==> config.mk <==
export PLATFORM = sky130hd
export DESIGN_NAME = phy_reset_seq
export DESIGN_NICKNAME = d
export VERILOG_FILES = /design/src/rtl/phy_rst_pkg.sv /design/src/rtl/pb_debounce.sv /design/src/rtl/phy_reset_seq.sv
export SDC_FILE = /design/constraint.sdc
export NUM_CORES = 1
export LEC_CHECK = 0
export BUFFER_PORTS_ARGS = -buffer_cell sky130_fd_sc_hd__clkbuf_2
export CORE_ASPECT_RATIO = 0.9
export CORE_MARGIN = 1
export CORE_UTILIZATION = 25
export DETAILED_ROUTE_END_ITERATION = 7
export PLACE_DENSITY = 0.46
export SLEW_MARGIN = 5
export SYNTH_ARGS = -nofsm -noshare
export SYNTH_HDL_FRONTEND = slang
export SYNTH_HIERARCHICAL = 1
export SYNTH_SLANG_ARGS = --single-unit
==> constraint.sdc <==
create_clock -name clk_50_max10 -period 4.88 [get_ports clk_50_max10]
set_input_delay 1.464 -clock clk_50_max10 [delete_from_list [all_inputs] [get_ports clk_50_max10]]
set_output_delay 1.464 -clock clk_50_max10 [all_outputs]
set_load 0.1 [all_outputs]
==> src/rtl/phy_rst_pkg.sv <==
// phy_rst_pkg: channel states, 50 MHz default timings and counter sizing for phy_reset_seq
package phy_rst_pkg;
  typedef enum logic [1:0] {ST_ASSERT, ST_POST, ST_READY} state_t;
  localparam int unsigned DEF_RST_ASSERT_CYC = 1048576;
  localparam int unsigned DEF_POST_RST_CYC   = 250000;
  localparam int unsigned DEF_STAGGER_CYC    = 50000;
  localparam int unsigned DEF_DEBOUNCE_CYC   = 500000;
  function automatic int unsigned cnt_width(input int unsigned a, input int unsigned b,
                                            input int unsigned c);
    int unsigned m;
    m = a > b ? a : b;
    m = m > c ? m : c;
    return $clog2(m + 1);
  endfunction
endpackage

==> src/rtl/pb_debounce.sv <==
// pb_debounce: 2-flop synchroniser plus debounce counter; press pulses on the edge the level falls
module pb_debounce #(
  parameter int unsigned DEBOUNCE_CYC = 8,
  parameter int unsigned W            = 4
) (
  input  logic clk,
  input  logic rst_n,
  input  logic pb_n,
  output logic press,
  output logic level
);
  logic s1, s2;
  logic [W-1:0] cnt;
  logic done;
  assign done  = cnt == W'(DEBOUNCE_CYC - 1);
  assign press = level & ~s2 & done;
  always_ff @(posedge clk or negedge rst_n)
    if (!rst_n) begin
      s1    <= 1'b1;
      s2    <= 1'b1;
      level <= 1'b1;
      cnt   <= '0;
    end else begin
      s1 <= pb_n;
      s2 <= s1;
      if (s2 != level) begin
        if (done) begin
          level <= s2;
          cnt   <= '0;
        end else cnt <= cnt + W'(1);
      end else cnt <= '0;
    end
endmodule

==> src/rtl/phy_reset_seq.sv <==
// phy_reset_seq: staggered power-on / on-demand reset sequencer for NUM_PHY Ethernet PHYs
module phy_reset_seq import phy_rst_pkg::*; #(
  parameter int unsigned NUM_PHY        = 2,
  parameter int unsigned RST_ASSERT_CYC = DEF_RST_ASSERT_CYC,
  parameter int unsigned POST_RST_CYC   = DEF_POST_RST_CYC,
  parameter int unsigned STAGGER_CYC    = DEF_STAGGER_CYC,
  parameter int unsigned DEBOUNCE_CYC   = DEF_DEBOUNCE_CYC,
  parameter int unsigned CNT_W          = 8
) (
  input  logic               clk_50_max10,
  input  logic               fpga_resetn,
  input  logic               pb_resetn,
  input  logic [NUM_PHY-1:0] rst_req,
  output logic [NUM_PHY-1:0] phy_resetn,
  output logic [NUM_PHY-1:0] phy_ready,
  output logic               all_ready,
  output logic               busy,
  output logic [CNT_W-1:0]   reset_cnt
);
  localparam int unsigned CW = cnt_width(RST_ASSERT_CYC + (NUM_PHY - 1) * STAGGER_CYC,
                                         POST_RST_CYC, DEBOUNCE_CYC);
  if (NUM_PHY < 1 || NUM_PHY > 8 || RST_ASSERT_CYC == 0 || POST_RST_CYC == 0 ||
      STAGGER_CYC == 0 || DEBOUNCE_CYC == 0 || CNT_W == 0) begin : g_bad_cfg
    $error("phy_reset_seq: illegal parameter set");
  end
  logic press, level, group;
  pb_debounce #(.DEBOUNCE_CYC(DEBOUNCE_CYC), .W(CW)) u_debounce (
    .clk   (clk_50_max10),
    .rst_n (fpga_resetn),
    .pb_n  (pb_resetn),
    .press (press),
    .level (level)
  );
  // holding the load while the button stays down makes release timing start at button release
  assign group = press | ~level;
  for (genvar i = 0; i < NUM_PHY; i++) begin : g_ch
    localparam logic [CW-1:0] LOAD = CW'(RST_ASSERT_CYC + i * STAGGER_CYC);
    state_t st;
    logic [CW-1:0] cnt;
    logic rn, rdy;
    always_ff @(posedge clk_50_max10 or negedge fpga_resetn)
      if (!fpga_resetn) begin
        st  <= ST_ASSERT;
        cnt <= LOAD;
        rn  <= 1'b0;
        rdy <= 1'b0;
      end else if (group || rst_req[i]) begin
        st  <= ST_ASSERT;
        cnt <= group ? LOAD : CW'(RST_ASSERT_CYC);
        rn  <= 1'b0;
        rdy <= 1'b0;
      end else if (st == ST_ASSERT) begin
        if (cnt == CW'(1)) begin
          st  <= ST_POST;
          cnt <= CW'(POST_RST_CYC);
          rn  <= 1'b1;
        end else cnt <= cnt - CW'(1);
      end else if (st == ST_POST) begin
        if (cnt == CW'(1)) begin
          st  <= ST_READY;
          rdy <= 1'b1;
        end else cnt <= cnt - CW'(1);
      end
    assign phy_resetn[i] = rn;
    assign phy_ready[i]  = rdy;
  end
  always_ff @(posedge clk_50_max10 or negedge fpga_resetn)
    if (!fpga_resetn) begin
      all_ready <= 1'b0;
      busy      <= 1'b1;
      reset_cnt <= '0;
    end else begin
      all_ready <= &phy_ready;
      busy      <= ~&phy_ready;
      reset_cnt <= (press || |rst_req) && reset_cnt != '1 ? reset_cnt + CNT_W'(1) : reset_cnt;
    end
endmodule

==> flow_metrics.py <==
metrics = {
    "placement": {
        "dpl_cell_area_um2": 4990,
        "io_buffers": 18,
        "pre_cts_slack_ns": 1.57,
        "dp_hpwl_um": 7620,
        "place.gp.congestion": 0.771,
    },
    "floorplan": {
        "io-pin-count": 19,
        "rows": 47,
        "die_area_um2": 19300,
        "core_um2": 18300,
        "initial_core_util_pct": 25.5,
        "die_h_um": 132,
        "fp.dieW_um": 146,
    },
    "cts": {
        "cts.path.max_buffers": 2,
        "cts-root-buf": "clkbuf_16",
        "clock_sinks": 84,
        "tritoncts": "built",
        "insertion_delay_ns": 0.35,
        "cts_resized": 0,
        "h-tree-depth": 3,
        "ctsHoldBuffers": 0,
        "clk_pin_slew_ns": 0.06,
        "cts_made_buffers": 9,
        "cts_setup_buffers": 0,
    },
    "yosys": {
        "syn_area_um2": 4680,
        "synth_compound_area_share_pct": 16.2,
        "synth-simple-area-share_pct": 26.9,
        "synthAdderAreaFrac_pct": 1.87,
        "synth.area.mux_share_pct": 2.19,
        "synth-seq-cells": 84,
        "postSynthCellCount": 488,
        "ys_warn_count": 6,
        "synth_top_area_share_pct": 38.5,
        "synth_seq_area_share_pct": 45.2,
        "synth_xor_area_share_pct": 3.93,
        "synth-main-ff-cell": "dfrtp_1",
        "synth.largest_area_cell": "dfrtp_1",
        "avgSynthCellArea_um2": 9.60,
        "synth_nets": 500,
        "async_flop_share_pct": 100,
        "synth_edf_count": 0,
        "synthDistinctLibCells": 68,
        "synth_top_family_by_area": "simple AND/OR/NAND/NOR gates",
        "yosys-top-cells-area": "dfrtp_1, dfstp_2, nor2_1, nand2_1, a21oi_1",
    },
    "pwr": {
        "p_leak_nw": 2.28,
        "cellPowerDensity_nw_per_um2": 366,
        "vdd_drop_max_v": 0.000583,
    },
    "global_routing": {
        "antenna_found_initial": 0,
        "gr-total-overflow": 0,
        "grt_pass1_vias": 3517,
        "grt_start_max_net_pins": 68,
        "track_usage_pct": 12.0,
        "grt_pass1_wl_um": 18400,
    },
    "critical_path": {
        "r2r_setup_slack_ns": 1.66,
        "crit_path_end": "g_ch[0].cnt[18]",
        "crit_buf_inv": 0,
        "crit_arrival_ns": 3.50,
        "ff2ff_path_depth": 9,
        "crit_slowest_cell": "nor2_1",
        "slowest_delay_ns": 0.84,
        "worstSetupPathType": "register to register",
        "worstPathCellList": "ha_1, nand4_4, or3_1, nor3_1, nand2b_1, nor2_1, o21ai_0, a2111o_1, nand2_1",
        "endpoint_kind": "register",
        "cpLargestDelayFamily": "simple AND/OR/NAND/NOR gates",
        "cp-start-kind": "register",
        "cp.required_ns": 5.16,
        "worstReg2RegStart": "u_debounce/cnt[0]",
        "critical_path_peak_fanout": 17,
        "crit_path_start": "u_debounce/cnt[0]",
        "crit_cells": 9,
        "r2r-end": "g_ch[0].cnt[18]",
    },
    "run": {
        "cap_viol_max_count": 0,
    },
    "detailed_routing": {
        "wl_met3_um": 482,
        "via_per_inst": 5.07,
        "dr_total_vias": 3811,
        "totalWireLength_um": 11000,
        "drt_first_iter_violations": 367,
        "met1_length_um": 5460,
        "wl_met2_um": 4950,
        "top_layer": "met4",
        "remaining_drc_errors": 0,
        "dr.pass1.iters": 5,
        "final_antenna_net_count": 0,
        "wl_per_cell_um": 14.7,
    },
    "layout": {
        "layout.nets": 513,
        "fillers": 1921,
        "design_area_um2": 5360,
        "antenna_cells": 0,
        "drive_above_1_share_pct": 13.4,
        "area_growth_pct": 14.5,
    },
    "timing": {
        "worstMarginPinSlew_ns": 1.07,
        "finalHoldViolCount": 0,
        "rsz0062_at_grt": "false",
        "slew_violations": 0,
        "setup_tns_ns": 0,
        "setup_ws_ns": 1.66,
        "post-route-period-util_pct": 66.0,
        "finalCriticalPeriod_ns": 3.22,
        "clock_skew_ns": 0.00903,
        "relSlewSlack_pct": 28.3,
        "setup_viol": 0,
        "max_freq_mhz": 310,
    },
    "hold_path": {
        "min_from": "u_debounce/s1",
        "hold_class": "register to register",
    },
    "status": {
        "status": "completed",
    },
}
==> through the flow <==
step / utilization [%] / power, mW / instances / hold WS [ns]
floorplan: - / 1.06 / 488 / 0.345
global placement: 27.2 / 1.12 / 735 / 0.350
detailed placement: 27.2 / 1.12 / 735 / 0.352
CTS: 29.2 / 1.99 / 751 / 0.361
global route: 29.2 / 2.04 / 751 / 0.365
finish: 29.2 / 1.96 / 751 / 0.359
==> power by group <==
| part | switching, mW | internal, mW | leakage, nW |
|---|---|---|---|
| sequential | 0.0412 | 0.732 | 1.12 |
| combinational | 0.279 | 0.0574 | 0.988 |
| clock | 0.287 | 0.566 | 0.175 |
==> per-layer routing <==
metal / vias to the layer above / global-route usage, %
li1: 1858 / -
met1: 1866 / 16.7
met2: 78 / 18.1
met3: 9 / 2.98
met4: 0 / 3.99
met5: - / 0
==> kinds of logic (layout without fill, tap and decap cells) <==
| logic type | after synthesis | after routing |
|---|---|---|
| AO/OA/AOI/OAI | 108 | 108 |
| XOR/XNOR | 21 | 21 |
| adder cells (fa/ha/maj) | 7 | 7 |
| buffers and inverters | 35 | 53 |
| flip-flops | 84 | 84 |
| multiplexers | 10 | 10 |
| AND/OR/NAND/NOR | 223 | 223 |
==> sequential cells by signal (all words and copies together), names as in the netlist <==
| name | count |
|---|---|
| g_ch.rdy | 2 |
| u_debounce/s1 | 1 |
| u_debounce/s2 | 1 |
| g_ch.rn | 2 |
| busy | 1 |
| g_ch.st | 4 |
| all_ready | 1 |
| reset_cnt | 8 |
| u_debounce/level | 1 |
| g_ch.cnt | 42 |
| u_debounce/cnt | 21 |
==> Yosys cell counts (all sizes together) (5+ instances only) <==
cell type	count
o21ai	22
ha	7
nor3	15
nand3	21
nor2	52
xor2	8
xnor2	13
nand2b	8
o31ai	7
or3	17
dfrtp	72
nor4b	5
a31oi	7
inv	16
nand4	14
or4	9
dfstp	12
clkbuf	7
and3	5
mux2i	8
nor4	14
nand2	36
buf	11
a21oi	24
==> how the worst min path moves through the flow <==
stage	slack, ns	depth (start not counted)	end
2_1_floorplan	0.35	0	u_debounce/s2
6_report	0.36	0	u_debounce/s2
3_5_place_dp	0.35	0	u_debounce/s2
3_3_place_gp	0.35	0	u_debounce/s2
5_1_grt	0.36	0	u_debounce/s2
4_1_cts	0.36	0	u_debounce/s2
==> cell usage in the layout, fill, tap and decap left out, types with 5 or more instances in the layout <==
cell type,netlist,final
a21oi_1,23,23
a31oi_1,7,7
and3_1,5,5
clkbuf_16,0,9
clkbuf_2,0,17
dfrtp_1,72,72
dfstp_2,12,12
ha_1,7,7
inv_1,16,16
mux2i_1,8,8
nand2_1,36,36
nand2b_1,8,8
nand3_1,21,21
nand4_1,12,12
nor2_1,49,49
nor3_1,15,15
nor4_1,12,12
o21ai_0,22,22
o31ai_1,7,7
or3_1,17,17
or4_1,8,8
xnor2_1,13,13
xor2_1,8,8
==> cell type report <==
type	instances	area (um2)	area share [%]
multi-input cells	369	2390	44.6
clock buffers	10	239	4.46
well taps	245	307	5.72
inverters	17	63.8	1.19
clock inverters	6	135	2.52
flip-flops and latches	84	2120	39.5
repair buffers	20	108	2.01
Note: power is estimated with default switching activity, not from simulation.
